**src/rtl/shift_reg_pkg.sv**
```systemverilog
// Shared definitions for the shift-register family (PISO / SISO / SIPO).
// Holds the two-state FSM encoding and a constant-width helper.
package shift_reg_pkg;

  // Two-state frame FSM used by all serial blocks of the family.
  typedef enum logic {
    ST_IDLE  = 1'b0,
    ST_SHIFT = 1'b1
  } state_e;

  // Ceiling log2 for sizing counters at elaboration time; clog2(1) = 0.
  function automatic int clog2(input int value);
    int result;
    int remaining;
    result    = 0;
    remaining = value - 1;
    while (remaining > 0) begin
      result++;
      remaining = remaining >> 1;
    end
    return result;
  endfunction

endpackage : shift_reg_pkg

```
**src/rtl/piso_serializer_if.sv**
```systemverilog
// Load handshake and serial frame output of the PISO serializer.
// The slave side is the serializer; the master side is the word source
// that also observes the serial stream.
interface piso_serializer_if #(
  parameter int WIDTH = 4
);

  logic [WIDTH-1:0] din;
  logic             load_valid;
  logic             load_ready;
  logic             sout;
  logic             sout_valid;
  logic             frame_start;
  logic             frame_done;

  modport slave (
    input  din,
    input  load_valid,
    output load_ready,
    output sout,
    output sout_valid,
    output frame_start,
    output frame_done
  );

  modport master (
    output din,
    output load_valid,
    input  load_ready,
    input  sout,
    input  sout_valid,
    input  frame_start,
    input  frame_done
  );

endinterface : piso_serializer_if

```
**src/rtl/piso_shift_core.sv**
```systemverilog
// Loadable shift register. The outgoing bit is taken straight from a flop,
// and vacated positions are zero-filled, so a register that has shifted out
// a whole word reads back as all zeros and drives sout low.
module piso_shift_core #(
  parameter int WIDTH     = 4,
  parameter bit MSB_FIRST = 1'b1
) (
  input  logic             clk,
  input  logic             reset,
  input  logic             load,
  input  logic             shift,
  input  logic [WIDTH-1:0] din,
  output logic             sout
);

  logic [WIDTH-1:0] r_shreg;
  logic [WIDTH-1:0] w_shifted;

  // Next register value for one shift step, moving toward the output end.
  always_comb begin
    // NOTE: a default assignment on every path keeps always_comb latch-free.
    w_shifted = r_shreg;
    if (MSB_FIRST) begin
      w_shifted = {r_shreg[WIDTH-2:0], 1'b0};
    end else begin
      w_shifted = {1'b0, r_shreg[WIDTH-1:1]};
    end
  end

  // Shift register: load has priority over shift.
  always_ff @(posedge clk or negedge reset) begin
    // NOTE: the data register is reset too, so an aborted frame leaves no residue on sout.
    if (!reset) begin
      r_shreg <= '0;
    end else if (load) begin
      // NOTE: non-blocking assignments for all flop updates avoid ordering races.
      r_shreg <= din;
    end else if (shift) begin
      r_shreg <= w_shifted;
    end
  end

  assign sout = MSB_FIRST ? r_shreg[WIDTH-1] : r_shreg[0];

endmodule : piso_shift_core

```
**src/rtl/piso_serializer.sv**
```systemverilog
// Parallel-in serial-out transmitter. Accepts a WIDTH-bit word over a
// valid/ready handshake and sends it one bit per clock with frame markers.
// A new word can be taken on the last bit of a frame, so frames run
// back-to-back without a gap.
module piso_serializer
  import shift_reg_pkg::*;
#(
  parameter int WIDTH     = 4,
  parameter bit MSB_FIRST = 1'b1
) (
  input  logic               clk,
  input  logic               reset,
  piso_serializer_if.slave   bus
);

  localparam int              CNT_W   = clog2(WIDTH);
  localparam logic [CNT_W-1:0] LAST    = CNT_W'(WIDTH - 1);
  localparam logic [CNT_W-1:0] LAST_M1 = CNT_W'(WIDTH - 2);

  state_e           r_state;
  logic [CNT_W-1:0] r_bit_cnt;
  logic             r_sout_valid;
  logic             r_frame_start;
  logic             r_frame_done;

  logic             w_load_ready;
  logic             w_accept;
  logic             w_shift;
  logic             w_core_sout;

  // Ready when idle, or on the last bit of a frame to allow a gapless reload.
  assign w_load_ready = (r_state == ST_IDLE) || (r_bit_cnt == LAST);
  assign w_accept     = bus.load_valid && w_load_ready;
  assign w_shift      = (r_state == ST_SHIFT) && !w_accept;

  piso_shift_core #(
    .WIDTH     (WIDTH),
    .MSB_FIRST (MSB_FIRST)
  ) u_core (
    .clk   (clk),
    .reset (reset),
    .load  (w_accept),
    .shift (w_shift),
    .din   (bus.din),
    .sout  (w_core_sout)
  );

  // Frame FSM with bit counter and registered frame flags.
  always_ff @(posedge clk or negedge reset) begin
    if (!reset) begin
      r_state       <= ST_IDLE;
      r_bit_cnt     <= '0;
      r_sout_valid  <= 1'b0;
      r_frame_start <= 1'b0;
      r_frame_done  <= 1'b0;
    end else begin
      case (r_state)
        ST_IDLE: begin
          if (w_accept) begin
            r_state       <= ST_SHIFT;
            r_bit_cnt     <= '0;
            r_sout_valid  <= 1'b1;
            r_frame_start <= 1'b1;
            r_frame_done  <= 1'b0;
          end
        end
        ST_SHIFT: begin
          if (r_bit_cnt == LAST) begin
            if (w_accept) begin
              // Next word follows immediately.
              r_bit_cnt     <= '0;
              r_sout_valid  <= 1'b1;
              r_frame_start <= 1'b1;
              r_frame_done  <= 1'b0;
            end else begin
              r_state       <= ST_IDLE;
              r_bit_cnt     <= '0;
              r_sout_valid  <= 1'b0;
              r_frame_start <= 1'b0;
              r_frame_done  <= 1'b0;
            end
          end else begin
            r_bit_cnt     <= r_bit_cnt + 1'b1;
            r_sout_valid  <= 1'b1;
            r_frame_start <= 1'b0;
            r_frame_done  <= (r_bit_cnt == LAST_M1);
          end
        end
        default: begin
          r_state       <= ST_IDLE;
          r_bit_cnt     <= '0;
          r_sout_valid  <= 1'b0;
          r_frame_start <= 1'b0;
          r_frame_done  <= 1'b0;
        end
      endcase
    end
  end

  assign bus.load_ready  = w_load_ready;
  assign bus.sout        = w_core_sout;
  assign bus.sout_valid  = r_sout_valid;
  assign bus.frame_start = r_frame_start;
  assign bus.frame_done  = r_frame_done;

endmodule : piso_serializer

```
**src/flat_wrapper.sv**
```systemverilog
// flat-port wrapper written by rule: the top's interface ports become plain ports
module piso_serializer_flat import shift_reg_pkg::*;
#(
  parameter int WIDTH     = 4,
  parameter bit MSB_FIRST = 1'b1
)
  (clk, reset, bus_din, bus_load_valid, bus_load_ready, bus_sout, bus_sout_valid, bus_frame_start, bus_frame_done);
  piso_serializer_if #(.WIDTH(WIDTH)) bus_i ();
  input  logic clk;
  input  logic reset;
  input wire logic [$bits(bus_i.din)-1:0] bus_din;
  input wire logic [$bits(bus_i.load_valid)-1:0] bus_load_valid;
  output wire logic [$bits(bus_i.load_ready)-1:0] bus_load_ready;
  output wire logic [$bits(bus_i.sout)-1:0] bus_sout;
  output wire logic [$bits(bus_i.sout_valid)-1:0] bus_sout_valid;
  output wire logic [$bits(bus_i.frame_start)-1:0] bus_frame_start;
  output wire logic [$bits(bus_i.frame_done)-1:0] bus_frame_done;
  assign bus_i.din = bus_din;
  assign bus_i.load_valid = bus_load_valid;
  assign bus_load_ready = bus_i.load_ready;
  assign bus_sout = bus_i.sout;
  assign bus_sout_valid = bus_i.sout_valid;
  assign bus_frame_start = bus_i.frame_start;
  assign bus_frame_done = bus_i.frame_done;
  piso_serializer #(.WIDTH(WIDTH), .MSB_FIRST(MSB_FIRST)) u_core (.clk(clk), .reset(reset), .bus(bus_i));
endmodule
```
**config.mk**
```make
export PLATFORM = sky130hd
export DESIGN_NAME = piso_serializer_flat
export DESIGN_NICKNAME = d
export VERILOG_FILES = /design/src/rtl/shift_reg_pkg.sv /design/src/rtl/piso_serializer_if.sv /design/src/rtl/piso_shift_core.sv /design/src/rtl/piso_serializer.sv /design/src/flat_wrapper.sv
export SDC_FILE = /design/constraint.sdc
export NUM_CORES = 1
export LEC_CHECK = 0
export BUFFER_PORTS_ARGS = -buffer_cell sky130_fd_sc_hd__buf_4
export CAP_MARGIN = 20
export CORE_MARGIN = 4
export CORE_UTILIZATION = 30
export CTS_CLUSTER_DIAMETER = 40
export DETAILED_ROUTE_END_ITERATION = 8
export GPL_TIMING_DRIVEN = 0
export PLACE_DENSITY_LB_ADDON = 0.3
export SLEW_MARGIN = 15
export SYNTH_ARGS = -nofsm -noshare
export SYNTH_HDL_FRONTEND = slang
export SYNTH_HIERARCHICAL = 1
export SYNTH_SLANG_ARGS = --single-unit
```
**constraint.sdc**
```tcl
create_clock -name clk -period 2.2 [get_ports clk]
set_input_delay 0.11 -clock clk [delete_from_list [all_inputs] [get_ports clk]]
set_output_delay 0.11 -clock clk [all_outputs]
set_load 0.03 [all_outputs]
```
==> results by stage, run 1 <==
Run status:
- The run finished with clean final reports.

Setup path:
- The maximum fanout encountered on the critical timing path is 8.
- In this run the register-to-register setup slack is 0.75 ns.
- The worst register-to-register path has a depth of 4.
- The stage delay of the slowest cell on the critical path is 0.40 ns.
- The signal on the critical path passes through ha_1, nand2b_2, and2_1, a22o_1.
- The critical register-to-register path endpoint is u_core/u_core/r_shreg[0].
- For the worst setup path, the data required time is 2.34 ns.
- The worst register-to-register path begins at u_core/r_bit_cnt[0].
- In this run the worst setup path begins at u_core/r_bit_cnt[0].
- The critical path arrival is 1.59 ns.
- The path type of the worst setup path is flop to flop.
- On the critical path, the stage with the largest delay is an instance of sky130_fd_sc_hd__dfrtp_1.
- The worst setup path is launched from a flop.
- The critical path endpoint category is a flop.

Finish:
- The final-stage net count is 64.
- The relative area change from synthesis to final layout is 30.3%.
- The number of antenna cells inserted is 0.
- The fill cell total of the finished layout is 137.
- The share of cells above drive strength 1 is 32.1%.

Place:
- The routability congestion estimate from global placement is 0.658.
- During placement, the flow inserted port buffers numbering 11.
- The post-DP HPWL is 543 um.

Logic synthesis:
- The cell area that synthesis handed to floorplanning was 442 sq um.
- When the netlist entered floorplanning its net count stood at 47.
- Synthesis produced a netlist whose cell count is 38.
- In this run, distinct cell masters in the synthesized netlist total 14.
- Counting flops and latches in the post-synthesis netlist gives 10.
- For this run, the register share of the synthesized area comes to 56.7%.
- The mean instance size in the synthesized netlist is 11.6 sq um.
- Yosys printed 6 warnings.

Die:
- The I/O pin count is 12.
- The die outline width is 46.4 um.
- For this configuration, the core starts out at a cell density of 32.7%.
- The die covers 2150 sq um.
- The die height is 46.4 um.
- The area of the core is 1350 sq um.
- After floorplanning, the core was divided into 13 placement rows.

Timing:
- The count of pins over their slew limit came to 0.
- At the pin with the least slew margin, the transition time is 0.303 ns.
- The hold violation count in the final report is 0.
- The time the final worst path needs with I/O delays and setup is 1.45 ns.
- After layout, the worst path uses 65.7% of the clock period.
- Setup violations remaining at the end of the flow were counted as 0.
- Between clock sinks in the finished design, the worst skew comes to 0.00393 ns.
- After routing, the total negative slack on setup checks comes to 0 ns.
- The max-slew headroom at the worst pin is 79.7%.
- Derived from the worst setup path, the maximum achievable clock frequency is 691 MHz.
- Setup repair after global routing left no endpoint under its margin.

Global routing:
- The global router's overall resource usage is 8.64%.
- The via count of the first global-routing pass came to 295.
- The number of antenna violations at the first check in global routing was 0.
- The first global-routing pass estimated 1190 um of wire.
- Entering global routing, the biggest net connects 11 pins.
- Summed over all layers, the global routing overflow is 0.

Clock tree:
- CTS built an H-tree with a depth of 1.
- The later-pin clock latency in the skew report is 0.25 ns.
- The TritonCTS clock tree is yes.
- Clock tree synthesis inserted a total of 3 buffers.
- After clock tree synthesis, the clock-pin slew on the worst setup and hold paths is 0.06 ns.
- The number of sinks on the clock net is 10.
- The count of hold buffers inserted by post-cts repair is 1.
- The post-CTS setup buffer count is 0.
- The number of gates resized after cts is 0.
- The maximum clock insertion buffer count is 2.
- In this run the clock root is driven by a sky130_fd_sc_hd__clkbuf_4.

Power and ir drop:
- In this run the static leakage power is 0.293 nW.
- Dividing total power by cell area gives a power density of 1350 nW/um^2.
- VDD sags by at most 668 uV.
- After layout, the design draws a total of 0.778 mW.

Detailed routing:
- The first-pass iteration count of the detailed router is 2.
- The mean routed wirelength per cell is 10.5 um.
- The routed layout has 301 vias.
- The number of DRC violations after detailed routing is 0.
- Once detail routing completed, the nets flagged for antenna violations numbered 0.
- After detailed routing, the total wire length is 714 um.
- In the routed layout, each cell is associated on average with a via count of 4.43.
- The first-iteration detailed-routing DRC count is 3.

Hold path:
- The path with the worst hold slack has its endpoint at u_core/u_core/r_shreg[2].
- Along the worst hold path, the cell count comes to 3.
- The worst hold-check path type is input pin to flop.
- In this run the most critical hold path is launched from bus_din[2].

Job:
- The count of maximum capacitance violations is 0.
==> synth_stat cells <==
library cell               instances  area share, %
sky130_fd_sc_hd__inv_1             2            1.7
sky130_fd_sc_hd__a22o_1            4            7.9
sky130_fd_sc_hd__nand2_1           3            2.5
sky130_fd_sc_hd__o21ai_1           3            3.4
sky130_fd_sc_hd__nand2b_2          1            2.0
sky130_fd_sc_hd__a21boi_2          1            2.5
sky130_fd_sc_hd__nand2b_1          2            2.8
sky130_fd_sc_hd__ha_1              2            5.7
sky130_fd_sc_hd__mux2i_1           3            6.8
sky130_fd_sc_hd__nor2_2            1            1.4
sky130_fd_sc_hd__dfrtp_1          10             57
sky130_fd_sc_hd__and2_1            1            1.4
sky130_fd_sc_hd__nand3b_1          1            1.7
sky130_fd_sc_hd__nor2_1            4            3.4
==> cell type report <==
class,instances,area [sq um],share of cell area [%]
sequential,10,250,43.5
inverter,2,7.51,1.30
multi-input combinational,26,184,32.0
tap,15,18.8,3.26
timing repair buffer,12,92.6,16.1
clock buffer,3,22.5,3.91
==> through the flow <==
stage	std cells	cell area [sq um]	hold slack [ns]	util (%)	worst slack, ns
after floorplan	38	442	-0.186	-	0.714
after global placement	64	543	-0.0552	40.2	0.771
after detailed placement	64	543	-0.0537	40.2	0.758
after CTS	68	576	0.0542	42.6	0.748
after global routing	68	576	0.0505	42.6	0.679
final	68	576	0.0682	42.6	0.754
==> report_power, final <==
group | switching [mW] | leakage [nW] | total (mW) | internal [mW]
clock | 0.0533 | 0.0138 | 0.116 | 0.0627
sequential | 0.0486 | 0.123 | 0.303 | 0.254
combinational | 0.194 | 0.157 | 0.360 | 0.165
total | 0.296 | 0.293 | 0.778 | 0.482
==> how the worst max path moves through the flow <==
stage                                     to  slack [ns]  depth (start not counted)
floorplan           u_core/u_core/r_shreg[0]        0.71                          4
CTS                 u_core/u_core/r_shreg[0]        0.75                          4
global placement    u_core/u_core/r_shreg[0]        0.77                          4
global route        u_core/u_core/r_shreg[0]        0.68                          5
finish              u_core/u_core/r_shreg[0]        0.75                          4
detailed placement  u_core/u_core/r_shreg[0]        0.76                          4
==> cells in the final DEF (no fill, tap or decap) <==
cell type	netlist	routed
sky130_fd_sc_hd__nor2_2	1	1
sky130_fd_sc_hd__and2_1	1	1
sky130_fd_sc_hd__nand2b_1	2	2
sky130_fd_sc_hd__nor2_1	4	4
sky130_fd_sc_hd__nand3b_1	1	1
sky130_fd_sc_hd__a21boi_2	1	1
sky130_fd_sc_hd__buf_4	0	11
sky130_fd_sc_hd__ha_1	2	2
sky130_fd_sc_hd__nand2_1	3	3
sky130_fd_sc_hd__dlygate4sd3_1	0	1
sky130_fd_sc_hd__dfrtp_1	10	10
sky130_fd_sc_hd__inv_1	2	2
sky130_fd_sc_hd__a22o_1	4	4
sky130_fd_sc_hd__o21ai_1	3	3
sky130_fd_sc_hd__mux2i_1	3	3
sky130_fd_sc_hd__clkbuf_4	0	3
sky130_fd_sc_hd__nand2b_2	1	1
==> routing by layer <==
layer  track usage (%)  part of all wire, %  vias to the layer above  wire length (um)
met4              3.41                    0                        0                 0
met3              7.03                   13                        0                94
li1                  -                    -                      163                 -
met2              11.5                   39                       14               281
met1              10.0                   47                      124               338
met5                 0                    0                        -                 0
==> flip-flops by register name, indices dropped and copies added (netlist names) <==
register,flops
u_core/u_core/r_shreg,4
u_core/bus.frame_done,1
u_core/bus.frame_start,1
u_core/r_bit_cnt,2
u_core/r_state,1
u_core/bus.sout_valid,1
==> worst max-delay path: cells and delay by family, from the launching register on <==
| family | cells | cell delay (ns) |
|---|---|---|
| fa+ha+maj | 1 | 0.24 |
| flops | 1 | 0.40 |
| compound gates | 1 | 0.24 |
| simple gates | 2 | 0.46 |
==> logic make-up after synthesis <==
family	synth area share [%]
compound gates	13.9
fa+ha+maj	5.66
buf+inv	1.70
flops	56.7
mux	6.80
simple gates	15.3
No activity file was read; power rests on OpenSTA's default activity.
==> run 2, diff against run 1 <==
Clock period 2.2 ns to 1.5 ns, I/O delays scaled along.
==> results by stage, run 2 (synthesized netlist as in run 1, its figures left out) <==
Finish:
- The number of antenna cells inserted is 0.
- In the layout the commonest cells are 11 x sky130_fd_sc_hd__buf_4, 10 x sky130_fd_sc_hd__dfrtp_1, 4 x sky130_fd_sc_hd__nor2_1, 4 x sky130_fd_sc_hd__a22o_1.
- Compared with the post-synthesis result, the final layout area differs by 30.6%.
- After the last flow step, the layout net total stands at 64.
- The number of standard cells in the final layout excluding fillers is 68.
- Of the cells placed in the final design, the portion with a size suffix greater than 1 is 34.0%.
- The leading cell type in the layout, fill and taps excluded is sky130_fd_sc_hd__buf_4.
- The register with the most flip-flops in the layout has 4 of them.
- The largest registers in the layout are u_core/u_core/r_shreg: 4 flops, u_core/r_bit_cnt: 2 flops.
- The fraction of the core area covered by cells at the end of the flow is 42.7%.
- The register with the highest flop count is u_core/u_core/r_shreg.

Detailed routing:
- The first-pass iteration count of the detailed router is 2.
- The mean routed wirelength per cell is 10.5 um.
- The final wirelength is 714 um.
- After the first detailed-routing iteration, the DRC count stood at 3.
- The number of DRC violations after detailed routing is 0.
- The final antenna-violating net count is 0.
- The detailed router placed 301 vias in this run.
- The vias per cell is 4.43.

Setup path:
- The critical path endpoint category is a flop.
- The startpoint identified for the worst register-to-register timing path is u_core/r_bit_cnt[0].
- For the worst flop-to-flop path, the logic depth is 4.
- Data arrives at the worst endpoint at 1.57 ns.
- The most critical setup path has its startpoint at u_core/r_bit_cnt[0].
- The path type of the worst setup path is flop to flop.
- The critical register-to-register path endpoint is u_core/u_core/r_shreg[0].
- The critical path required time is 1.64 ns.
- STA classifies the critical path startpoint as a flop.
- The maximum fanout encountered on the critical timing path is 8.
- The minimum setup slack among reg-to-reg paths is 0.06 ns.

Hold path:
- Counting instances, the worst hold path has a depth of 3.
- The launch point of the worst hold path is bus_din[2].
- The worst hold-check path type is input pin to flop.
- For hold timing, the worst endpoint is u_core/u_core/r_shreg[2].

Timing:
- The worst path needs 1.44 ns of the cycle, external delays included.
- Setup violations remaining at the end of the flow were counted as 0.
- The hold violation count in the final report is 0.
- The count of pins over their slew limit is 0.
- The total negative slack for setup checks is 0 ns.
- The post-route fraction of the period consumed by the critical path is 95.7%.
- Timing would allow up to 697 MHz.
- At the pin with the least slew margin, the transition time is 0.303 ns.
- The clock arrives with 0.00393 ns of skew.
- Setup repair after global routing left no endpoint under its margin.
- The worst pin sits at a relative slew slack of 79.7%.

Global routing:
- Entering global routing, the biggest net connects 11 pins.
- The aggregate global routing overflow is 0.
- The number of antenna violations at the first check in global routing came to 0.
- The via count of the first global-routing pass was 295.
- Global routing consumed, over all layers together, 8.64% of the routing resources.
- The wire length of the first global-routing pass is 1190 um.

Run status:
- The flow ran to the end, and the final reports show no timing, DRC or antenna violations.

Clock tree:
- In this run the number of H-tree levels came out at 1.
- No sink is reached through more buffers than the 2 on the longest clock path.
- The number of sinks on the clock net is 10.
- The later-pin clock latency in the skew report is 0.25 ns.
- After clock tree synthesis, the setup repair step added 0 buffers.
- In this run the clock root is driven by a sky130_fd_sc_hd__clkbuf_4.
- Counting the buffers created by CTS gives 3.
- The TritonCTS clock tree is yes.
- After clock tree synthesis, the clock-pin slew on the worst setup and hold paths is 0.06 ns.

Die:
- The total area inside the core boundary comes to 1350 sq um.
- The initial standard-cell utilization of the core is 32.7%.
- The I/O pin count is 12.
- The area enclosed by the die boundary is 2150 sq um.
- In this run the vertical extent of the chip is 46.4 um.
- The cell row count is 13.
- The die outline width is 46.4 um.

Place:
- In this run, placement finished with an instance count of 64.
- Port buffering added 11 buffers.
- The routability congestion estimate from global placement is 0.658.
- Detailed placement ended at an HPWL of 543 um.

Power and ir drop:
- Summed over all cells, the static leakage comes to 0.294 nW.
- The worst-case vdd ir drop is 985 uV.
- The overall power consumption is 1.14 mW.
- In this run the power density over the cells is 1980 nW/um^2.

Job:
- The count of maximum capacitance violations is 0.
run 2: metrics by stage:
step,setup WS (ns),hold WS (ns),cell area (sq um)
after floorplan,0.0138,-0.221,442
after global placement,0.0706,-0.0902,543
after detailed placement,0.0578,-0.0887,543
after CTS,0.0475,0.0192,576
after global routing,0.00639,0.0155,577
final,0.0647,0.0333,577
run 2: area by class of cell:
type	instances	area, sq um
fillers	137	773
flip-flops and latches	10	250
multi-input cells	26	185
repair buffers	12	92.6
clock buffers	3	22.5
well taps	15	18.8
inverters	2	7.51
run 2: critical path, stage by stage (launching register included):
cell and delay [ns]:
sky130_fd_sc_hd__dfrtp_1 0.40, sky130_fd_sc_hd__ha_1 0.24, sky130_fd_sc_hd__nand2b_2 0.21, sky130_fd_sc_hd__and2_2 0.25, sky130_fd_sc_hd__a22o_1 0.22
run 2: power breakdown:
| part | internal (mW) | switching, mW |
|---|---|---|
| clock | 0.0919 | 0.0782 |
| combinational | 0.245 | 0.285 |
| sequential | 0.373 | 0.0713 |
| total | 0.709 | 0.434 |
run 2: repair_timing:
action                                 4_1_cts  5_1_grt
setup endpoints to repair                    0        1
hold buffers                                 1        0
endpoints found under the hold margin       10        0
resized for setup                            0        1
run 2: metal layers:
| layer | part of all wire (%) | up-vias | global-route usage, % | wire length, um |
|---|---|---|---|---|
| met1 | 47 | 124 | 10.0 | 338 |
| met4 | 0 | 0 | 3.41 | 0 |
| met3 | 13 | 0 | 7.03 | 94 |
| li1 | - | 163 | - | - |
| met2 | 39 | 14 | 11.5 | 281 |
| met5 | 0 | - | 0 | 0 |
run 2: worst max-delay path by stage:
| stage | endpoint | slack, ns | depth (start not counted) |
|---|---|---|---|
| finish | u_core/u_core/r_shreg[0] | 0.06 | 4 |
| global route | u_core/u_core/r_shreg[0] | 0.006 | 4 |
| CTS | u_core/u_core/r_shreg[0] | 0.05 | 4 |
| detailed placement | u_core/u_core/r_shreg[0] | 0.06 | 4 |
| global placement | u_core/u_core/r_shreg[0] | 0.07 | 4 |
| floorplan | u_core/u_core/r_shreg[0] | 0.01 | 4 |
